File: config.mk
export PLATFORM = sky130hd
export DESIGN_NAME = mux_scan_ctrl
export DESIGN_NICKNAME = d
export VERILOG_FILES = /design/src/rtl/mux_scan_ctrl.sv
export SDC_FILE = /design/constraint.sdc
export NUM_CORES = 1
export LEC_CHECK = 0
export BUFFER_PORTS_ARGS = -buffer_cell sky130_fd_sc_hd__buf_4
export CAP_MARGIN = 20
export CELL_PAD_IN_SITES_DETAIL_PLACEMENT = 2
export CELL_PAD_IN_SITES_GLOBAL_PLACEMENT = 2
export CORE_AREA = 2 2 66 68
export DETAILED_ROUTE_END_ITERATION = 12
export DIE_AREA = 0 0 68 70
export PLACE_DENSITY = 0.72
export SLEW_MARGIN = 40
export SYNTH_ARGS = -nofsm -noshare
export SYNTH_HDL_FRONTEND = slang
export SYNTH_SLANG_ARGS = --single-unit
export TNS_END_PERCENT = 1
File: constraint.sdc
create_clock -name clk -period 2.4 [get_ports clk]
set_input_delay 0.48 -clock clk [delete_from_list [all_inputs] [get_ports clk]]
set_output_delay 0.48 -clock clk [all_outputs]
set_load 0.02 [all_outputs]
File: src/rtl/mux_scan_ctrl.sv
// mux_scan_ctrl: sweeps the select of an 8-to-1 channel mux, waits a
// programmable settle time on every channel, samples the mux output into a
// parallel frame register and hands each finished frame downstream over a
// valid/ready handshake.
module mux_scan_ctrl #(
  parameter int SEL_WIDTH     = 3,
  parameter int SETTLE_CYCLES = 1,
  localparam int NUM_CH       = 2 ** SEL_WIDTH
) (
  input  logic                 clk,
  input  logic                 rst,
  input  logic                 start,
  input  logic                 continuous,
  input  logic                 abort,
  input  logic                 mux_out,
  output logic [SEL_WIDTH-1:0] select,
  output logic                 busy,
  output logic                 frame_valid,
  input  logic                 frame_ready,
  output logic [NUM_CH-1:0]    frame_data,
  output logic [7:0]           frame_count
);

  // Settle counter needs to hold SETTLE_CYCLES; keep at least one bit so a
  // zero settle time still yields a legal vector.
  localparam int CNT_W = (SETTLE_CYCLES < 1) ? 1 : $clog2(SETTLE_CYCLES + 1);
  localparam logic [CNT_W-1:0]     SETTLE_LOAD = CNT_W'(SETTLE_CYCLES);
  localparam logic [SEL_WIDTH-1:0] LAST_SEL    = SEL_WIDTH'(NUM_CH - 1);

  localparam logic [1:0] ST_IDLE   = 2'd0;
  localparam logic [1:0] ST_SETTLE = 2'd1;
  localparam logic [1:0] ST_DONE   = 2'd2;

  logic [1:0]           state_q, state_d;
  logic [SEL_WIDTH-1:0] select_q, select_d;
  logic [CNT_W-1:0]     cnt_q, cnt_d;
  logic                 busy_q, busy_d;
  logic                 frame_valid_q, frame_valid_d;
  logic [NUM_CH-1:0]    frame_data_q, frame_data_d;
  logic [7:0]           frame_count_q, frame_count_d;

  // Next-state logic: scan sequencing, sampling, handshake and abort.
  always_comb begin
    state_d       = state_q;
    select_d      = select_q;
    cnt_d         = cnt_q;
    frame_valid_d = frame_valid_q;
    frame_data_d  = frame_data_q;
    frame_count_d = frame_count_q;

    case (state_q)
      ST_IDLE: begin
        select_d = '0;
        if (start && !abort) begin
          state_d = ST_SETTLE;
          cnt_d   = SETTLE_LOAD;
        end
      end
      ST_SETTLE: begin
        if (cnt_q != '0) begin
          cnt_d = cnt_q - 1'b1;
        end else begin
          frame_data_d[select_q] = mux_out;
          if (select_q != LAST_SEL) begin
            select_d = select_q + 1'b1;
            cnt_d    = SETTLE_LOAD;
          end else begin
            // Select parks on the last channel while the frame is offered.
            state_d       = ST_DONE;
            frame_valid_d = 1'b1;
          end
        end
      end
      ST_DONE: begin
        if (frame_valid_q && frame_ready) begin
          frame_count_d = frame_count_q + 8'd1;
          frame_valid_d = 1'b0;
          select_d      = '0;
          if (continuous) begin
            state_d = ST_SETTLE;
            cnt_d   = SETTLE_LOAD;
          end else begin
            state_d = ST_IDLE;
          end
        end
      end
      default: begin
        state_d  = ST_IDLE;
        select_d = '0;
      end
    endcase

    // Abort overrides everything, including a same-cycle handshake; the
    // partially filled frame and the accepted-frame count are left alone.
    if (abort && state_q != ST_IDLE) begin
      state_d       = ST_IDLE;
      select_d      = '0;
      cnt_d         = '0;
      frame_valid_d = 1'b0;
      frame_data_d  = frame_data_q;
      frame_count_d = frame_count_q;
    end
  end

  // busy is registered alongside the state it reflects.
  always_comb begin
    busy_d = (state_d != ST_IDLE);
  end

  // State registers with asynchronous reset.
  always_ff @(posedge clk or posedge rst) begin
    if (rst) begin
      state_q       <= ST_IDLE;
      select_q      <= '0;
      cnt_q         <= '0;
      busy_q        <= 1'b0;
      frame_valid_q <= 1'b0;
      frame_data_q  <= '0;
      frame_count_q <= 8'd0;
    end else begin
      state_q       <= state_d;
      select_q      <= select_d;
      cnt_q         <= cnt_d;
      busy_q        <= busy_d;
      frame_valid_q <= frame_valid_d;
      frame_data_q  <= frame_data_d;
      frame_count_q <= frame_count_d;
    end
  end

  assign select      = select_q;
  assign busy        = busy_q;
  assign frame_valid = frame_valid_q;
  assign frame_data  = frame_data_q;
  assign frame_count = frame_count_q;

endmodule

Word level (Yosys, flattened, before mapping)

Cells that the tools add are included.

$add $sub $neg: 3
$mul: 0
Div/mod/pow operators: 0
Magnitude comparators: 2
Equal/unequal tests: 9
Shift-type cells: 0
Multiplexer cells: 27
Bitwise gates (word level): 2
Reduce and logical (&&, ||, !) cells: 15

Operators with widths:

| cell                                                                                | count |
|---|---|
| 3-bit != test, second input constant                                                | 7 |
| 1-bit 2-to-1 mux                                                                    | 12 |
| 3-bit 2-to-1 mux                                                                    | 4 |
| 2-bit 2-to-1 mux                                                                    | 5 |
| 3-bit AND reduction                                                                 | 3 |
| 8-bit by 1-bit adder with 8-bit output, second input constant                       | 1 |
| 8-bit bitwise mux                                                                   | 1 |
| 4-bit AND reduction                                                                 | 2 |
| 2-bit one-hot mux with 3 select lines                                               | 1 |
| 3-bit one-hot mux with 2 select lines                                               | 1 |
| 1-bit logical AND                                                                   | 4 |
| 3-bit by 4-bit less-than comparator with 1-bit output, second input constant        | 1 |
| 2-bit nonzero test                                                                  | 2 |
| 4-bit nonzero test                                                                  | 1 |
| 3-bit by 1-bit adder with 3-bit output, second input constant                       | 1 |
| 1-bit demux with 3-bit select                                                       | 1 |
| 3-bit by 1-bit greater-or-equal comparator with 1-bit output, second input constant | 1 |
| 1-bit one-hot mux with 3 select lines                                               | 1 |
| 3-bit nonzero test                                                                  | 1 |
| 2-bit by 1-bit equality test with 1-bit output, second input constant               | 1 |
| 2-bit equality test, second input constant                                          | 1 |
| 2-bit logical NOT                                                                   | 1 |
| 1-bit NOT                                                                           | 2 |
| 1-bit one-hot mux with 2 select lines                                               | 1 |
| other kinds (2)                                                                     | 2 |

Flip-flop bits (word level): 24
Bits in latches: 0
RAM bits: 0
Bits in read-only memories: 0
Output and inout bits: 21
Logic and storage cells: 65
Memories kept: 0

Longest topological paths before layout

Gate-level depths: netlist (run 1).

Depth after elaboration: 6
Mapped depth: 7
Depth with buffers taken out: 6

Least setup slack after synthesis (run 1)

Ideal clock, no wire load.

Kind: reg2reg
Start: register state_q[0]
End: register frame_data_q[1], in the netlist frame_data[1]
Library setup time: 0.128 ns
Arrival time: 1.538 ns
Required time: 2.272 ns
Slack: 0.734 ns
Stages on the path, launching flop included: 7
Path buffers: 0
Period minus slack after synthesis: 1.666 ns
Cells stage by stage: dfrtp_1 inv_1 ha_1 nand2b_4 nand4b_2 nor3b_2 mux2_1

Word-level cells in the longest chain between the ends: 4

Ends and longest elaborated chain:

| element                           | RTL line | source |
|---|---|---|
| start: declaration                | 34       | `logic [1:0] state_q, state_d;` |
| start signal: assignment          | 121      | `state_q <= state_d;` |
| 2-bit nonzero test                | 95       | `if (abort && state_q != ST_IDLE) begin` |
| 1-bit logical AND                 | 95       |  |
| 1-bit NOT (no line)               | -        |  |
| 3-bit AND reduction (no line) (*) | -        |  |
| end signal: assignment            | 126      | `frame_data_q <= frame_data_d;` |
| end: declaration                  | 39       | `logic [NUM_CH-1:0] frame_data_q, frame_data_d;` |

Mark *: on every way between the ends. The rest lies on a longest branch, timed or not.
A chain may end at the register's enable or synchronous reset.

Worst setup path after layout (run 1)

Start: register state_q[0]
End: register frame_data_q[4], in the netlist frame_data[4]

Same word-level chain as after synthesis.

==> metrics.txt, run 1 <==
DP Wirelength=2407 um; Post-Synth Simple-Gate Area=0.2311; # nets final=between 150 and 200; met1 WL=1453 um; DRT iter0 DRCs=20; post-synthesis compound-gate area fraction=0.08807; mux contribution to synthesized area=0.08428; CP Capture Type=flop; largest net degree at the start of global routing=25; Mapped Nets=approximately 130; clock skew=0.007583 ns; Vias=between 1,000 and 1,500; total of max-cap violations=0; CP Class=reg2reg; Post-CTS Setup Repair Bufs=0; Main synth FF type=dfrtp_1; Worst Tran Pin Value=0.4493 ns; synth cell count leaders=24 x dfrtp_1, 9 x mux2_1, 7 x ha_1, 7 x nand3_1, 6 x xnor2_1; grt ovf=0; worst-path fanout max=6; pwr dens=832.8 mW/mm2; routed wire length=3140 um; met3 routed WL=89 um; Die Wd=68 um; initial antenna violation count=0; CP Data Arrival Time=2.05 ns; fin util=0.3937; most common cell in the netlist=dfrtp_1; Setup-failing EPs final=0; setup TNS=0 ns; met2 wire length=1570 um; layout cells sized above 1=0.2770; die area=between 0.004 and 0.005 mm2; Post-Layout Inst Area=0.001632 mm2; clk sinks=24; CTS max path bufs=2; Post-synth EDFFs=0; Clk Latency, worst-skew pair=0.26 ns; CTS tree=done; largest family of logic cells by synthesized area=simple AND/OR/NAND/NOR gates; global-route wire length before repair=between 5000 and 6000 um; htree depth=1; ys async rst share=1.000; sequential cell area=600.6 um2; DR vias/cell=about 5.1; Setup Slack @ Placement=~0.5 ns; Antenna Nets Post-Route=0; max-slew violations=0; worst rel slew slack=0.6987; DRC violations left=0; clock buffer count from CTS=3; CTS Hold Bufs=0; RSZ-0062 raised after global routing=false; port bufs=27; CP startpoint kind=flop; Total GRT Usage=0.1444; Achievable Freq=526.4 MHz; final hold vios=0; DP Area=0.001577 mm2; core area=approximately 0.0041 mm2; Yosys top cell area share=0.4545; status=finished, final reports clean; overall power=1.359 mW; clock-pin transition on the worst setup and hold timing paths=0.09 ns; GP Congestion=0.7701; Crit path required time=about 2.6 ns; setup ws final=0.5004 ns; IO Pins=28; post-synth top area cell=dfrtp_1; area taken by multi-input logic gates=slightly below 700 um2; VDD IR max=about 360 uV; Final period util=0.7915; per-cell routed wire length=15.70 um; Yosys reg bits=24; vias in the first global route=1,062; Root Buffer=clkbuf_8; Post-Synth Adder-Cell Area=0.06629; drt pass-1 iters=4; P_leak=about 0.8 nW; post-synthesis cell count=120; xor/xnor cell area share of the yosys netlist=0.04640; Die Y=roughly 70 um; Mapped Area=about 0.0013 mm2; top post-synthesis cells by area=dfrtp_1 45%, mux2_1 7.7%, ha_1 6.6%; post-synthesis sequential area ratio=0.4545; highest metal layer with signal wires=met4; area grow syn2layout=23.48%; Distinct cells, synth=44; Post-CTS Resized=0; FILL cells=468; Starting Density=0.3188; antenna diode count=0; final worst path period need=~1.9 ns; Rows=24; syn_area_per_cell=11.01 um2; worst hold path type=in2async; Syn. warnings=0
==> worst paths after layout <==
check / start / end / slack (ns) / cells after the start
worst max register to register: state_q[0] / frame_data[4] / 0.50 / 6
worst min-delay path: rst / frame_data[4] / 0.27 / 3
min in group clk: frame_count[7] / frame_count[7] / 0.47 / 1
worst min register to register: frame_count[7] / frame_count[7] / 0.47 / 1
max in group asynchronous: rst / frame_count[0] / 1.88 / 3
worst max-delay path: state_q[0] / frame_data[4] / 0.50 / 6
==> cells by family (layout without fill, tap and decap cells) <==
group	count (synthesis)	count (layout)
and+or+nand+nor	46	46
DFF	24	24
AOI/OAI and AO/OA	17	17
muxes	10	10
buffers and inverters	9	37
adders and majority gates	7	7
xor gates and xnor gates	7	7
==> critical path, stage by stage (launching register included) <==
cell and delay (ns):
dfrtp_1 0.44, inv_1 0.12, ha_1 0.25, nand2b_4 0.18
nand4b_2 0.19, nor3b_2 0.25, mux2_1 0.36
==> sequential cells by signal (all words and copies together), names as in the netlist <==
| signal | cells |
|---|---|
| frame_valid | 1 |
| frame_count | 8 |
| frame_data | 8 |
| cnt_q | 1 |
| state_q | 2 |
| select | 3 |
| busy | 1 |
==> cell type report <==
type / instances / area share
Inverter: 5 / 0.01150
Timing Repair Buffer: 28 / 0.1288
Clock buffer: 4 / 0.03374
Multi-Input combinational cell: 87 / 0.4179
Sequential cell: 24 / 0.3681
Tap cell: 52 / 0.03988
==> layer usage <==
layer / GRT usage / vias to the layer above
li1: - / 485
met1: 0.2113 / 511
met2: 0.2276 / 16
met3: 0.01449 / 2
met4: 0.03333 / 0
met5: 0 / -
==> through the flow <==
step / std cells / hold slack [ns]
4_1_cts: 200 / 0.2770
5_1_grt: 200 / 0.2927
3_3_place_gp: 196 / 0.4616
6_report: 200 / 0.2659
2_1_floorplan: 120 / 0.4946
3_5_place_dp: 196 / 0.4695
==> power breakdown <==
group	internal [mW]	leakage (nW)	switching [mW]	total, mW
Clock	0.146	0.0288	0.132	0.278
Sequential	0.474	0.321	0.0897	0.564
Combinational	0.234	0.432	0.283	0.517
==> cells in the final DEF (no fill, tap or decap), types with 3 or more instances in the layout <==
cell type and n:
nor2_1 5, a21oi_1 3, mux2_1 9, inv_1 4, clkbuf_8 4, nand3_1 7, ha_1 7, dfrtp_1 24
nand2_1 5, buf_4 28, xnor2_1 6, and2_1 3, nand3b_1 5, nor3_1 4, o211ai_1 3
No activity file was read; power rests on OpenSTA's default activity.
==> run 2, diff against run 1 <==
--- a/config.mk
+++ b/config.mk
@@ -9,10 +9,10 @@
 export CAP_MARGIN = 20
 export CELL_PAD_IN_SITES_DETAIL_PLACEMENT = 2
 export CELL_PAD_IN_SITES_GLOBAL_PLACEMENT = 2
-export CORE_AREA = 2 2 66 68
+export CORE_AREA = 2 2 69 71
 export DETAILED_ROUTE_END_ITERATION = 12
-export DIE_AREA = 0 0 68 70
-export PLACE_DENSITY = 0.72
+export DIE_AREA = 0 0 71 73
+export PLACE_DENSITY = 0.7
 export SLEW_MARGIN = 40
 export SYNTH_ARGS = -nofsm -noshare
 export SYNTH_HDL_FRONTEND = slang
==> constraint.sdc (replaced) <==
create_clock -name clk -period 1.58 [get_ports clk]
set_input_delay 0.316 -clock clk [delete_from_list [all_inputs] [get_ports clk]]
set_output_delay 0.316 -clock clk [all_outputs]
set_load 0.02 [all_outputs]
==> run 2 against run 1 <==
  * Final area grew 19%
  * Register-to-register slack worse by 0.57 ns
  * Sequential power increased by 41%
  * Sequential share of layout area fell by 5.8 points
  * Highest routed layer unchanged
  * Clock skew is 0.00055 ns lower
  * The run now ends with negative setup slack left
  * First-iteration DRC count rose by 10%
  * Final cell count grew 11%
  * Critical endpoint unchanged
  * Largest power group is now combinational cells
  * Flip-flop and latch count unchanged
  * Clock power increased by 57%
  * Hold slack got worse by 0.18 ns
==> metrics.txt, run 2 (synthesis gave the netlist of run 1 again) <==
# nets final=183 (was 163); layout cells sized above 1=0.5060 (was 0.2770); port bufs=27 (unchanged); initial antenna violation count=0 (unchanged); drt pass-1 iters=3 (was 4); clock buffer count from CTS=3 (unchanged); DP Area=0.001682 mm2 (was 0.001577 mm2); worst hold path type=in2async (unchanged); CP Capture Type=flop (unchanged); setup TNS=-0.2690 ns (was 0 ns); most common cell after layout, fill and taps aside=buf_4 (unchanged); Sw Pwr=0.9685 mW (was 0.5044 mW); grt ovf=0 (unchanged); CP max-delay cell=dfrtp_1 (unchanged); Antenna Nets Post-Route=0 (unchanged); Root Buffer=clkbuf_8 (unchanged); Sequential Power Share=0.322 (was 0.415); worst rel slew slack=0.8002 (was 0.6987); pwr dens=1276 mW/mm2 (was 832.8 mW/mm2); worst-path cell chain=inv_2, ha_4, nand2b_4, nand4b_4, nor3b_4, mux2_4 (was inv_1, ha_1, nand2b_4, nand4b_2, nor3b_2, mux2_1); per-cell routed wire length=19.12 um (was 15.70 um); Comb pwr share=0.502 (was 0.380); power share of the clock group=0.177 (was 0.205); fin cells=222 (was 200); Hold Worst Slack=0.08442 ns (was 0.2659 ns); largest net degree at the start of global routing=25 (unchanged); CP startpoint kind=flop (unchanged); DRT iter0 DRCs=22 (was 20); worst-path fanout max=4 (was 6); fin util=0.4270 (was 0.3937); cell family with the largest share of critical-path delay=simple AND/OR/NAND/NOR gates (unchanged); GP Congestion=0.7852 (was 0.7701); switching share of power=0.3918 (was 0.3712); core area=0.004536 mm2 (was 0.004144 mm2); global-route wire length before repair=6755 um (was 5326 um); RSZ-0062 raised after global routing=true (was false); Power Internal=1.504 mW (was 0.8544 mW); vias in the first global route=1,216 (was 1,062); max-slew violations=0 (unchanged); htree depth=1 (unchanged); die area=0.005183 mm2 (was 0.004760 mm2); area taken by multi-input logic gates=830.8 um2 (was 681.9 um2); WP buf/inv=1 (unchanged); Crit path required time=1.74 ns (was 2.55 ns); final hold vios=0 (unchanged); FILL cells=454 (was 468); routed wire length=4244 um (was 3140 um); clock skew=0.007033 ns (was 0.007583 ns); DR vias/cell=5.063 (was 5.070); CP Class=reg2reg (unchanged); Vias=1,124 (was 1,014); Achievable Freq=606.3 MHz (was 526.4 MHz); Starting Density=0.2913 (was 0.3188); Die Wd=71 um (was 68 um); final worst path period need=1.649 ns (was 1.900 ns); clock-pin transition on the worst setup and hold timing paths=0.09 ns (about the same); VDD IR max=357.7 uV (was 356.6 uV); DRC violations left=0 (unchanged); failing checks=negative setup slack; CP peak stage delay=0.44 ns (about the same); CTS Hold Bufs=0 (unchanged); Post-Layout Inst Area=0.001937 mm2 (was 0.001632 mm2); Cells after DPL=210 (was 196); IO Pins=28 (unchanged); area grow syn2layout=46.59% (was 23.48%); CP Data Arrival Time=1.81 ns (was 2.05 ns); setup ws final=-0.06944 ns (was 0.5004 ns); CTS tree=done (unchanged); most frequent cells in the layout=47 x buf_4, 24 x dfrtp_1, 6 x mux2_4, 6 x xnor2_1 (was 28 x buf_4, 24 x dfrtp_1, 9 x mux2_1); Setup-failing EPs final=10 (was 0); antenna diode count=0 (unchanged); status=finished, violations left (was finished, final reports clean); overall power=2.472 mW (was 1.359 mW); sequential cell area=600.6 um2 (unchanged); DP Wirelength=2631 um (was 2407 um); Die Y=73 um (was 70 um); total of max-cap violations=0 (unchanged); clk sinks=24 (unchanged); Rows=25 (was 24); Worst Tran Pin Value=0.2914 ns (was 0.4493 ns); Total GRT Usage=0.1677 (was 0.1444); Clk Latency, worst-skew pair=0.28 ns (was 0.26 ns); P_leak=0.9243 nW (was 0.7820 nW); Final period util=1.044 (was 0.7915); Setup Slack @ Placement=-0.1217 ns (was 0.4866 ns); CTS max path bufs=2 (unchanged)
run 2: changes by cell type in the layout (fill, tap and decap cells not counted), sizes merged:
| cell | before | now |
|---|---|---|
| buf | 28 | 48 |
run 2: final timing paths:
path	startpoint	cells past startpoint	slack [ns]	endpoint
max	state_q[1]	6	-0.07	frame_data[4]
min	rst	3	0.08	frame_data[1]
max reg2reg	state_q[1]	6	-0.07	frame_data[4]
min reg2reg	frame_count[7]	1	0.48	frame_count[7]
max in group asynchronous	rst	3	1.25	frame_data[0]
min in group clk	mux_out	2	0.32	frame_data[1]
run 2: worst reg2reg max path, cell delays in order, from the launching register on:
cell and delay, ns:
dfrtp_1 0.44, inv_2 0.11, ha_4 0.14, nand2b_4 0.15, nand4b_4 0.15, nor3b_4 0.23, mux2_4 0.32
run 2: final cells by class:
cell class | count | area share
well taps | 54 | 0.03488
flip-flops and latches | 24 | 0.3101
clock buffers | 4 | 0.02842
repair buffers | 48 | 0.1880
multi-input cells | 87 | 0.4289
inverters | 5 | 0.009690
run 2: power groups by stage:
stage	clock, mW	combinational (mW)	sequential [mW]
6_report	0.437	1.24	0.795
3_5_place_dp	0	1.03	0.804
2_1_floorplan	0	0.502	0.917
3_3_place_gp	0	0.981	0.795
4_1_cts	0.442	1.16	0.795
5_1_grt	0.480	1.35	0.814
run 2: timing repair:
item,in CTS,in global routing
setup endpoints to repair,12,21
setup buffers,3,5
resized for setup,13,15
endpoints found under the hold margin,0,0
pin swaps,6,4
gates cloned,0,0
run 2: per-layer routing:
layer / wire length [um] / up-vias / GRT usage / share of wire
met5: 0 / - / 0 / 0
met4: 84 / 0 / 0.04403 / 0.020
met3: 102 / 6 / 0.01243 / 0.024
met2: 2312 / 21 / 0.3105 / 0.54
met1: 1744 / 571 / 0.2110 / 0.41
li1: - / 526 / - / -
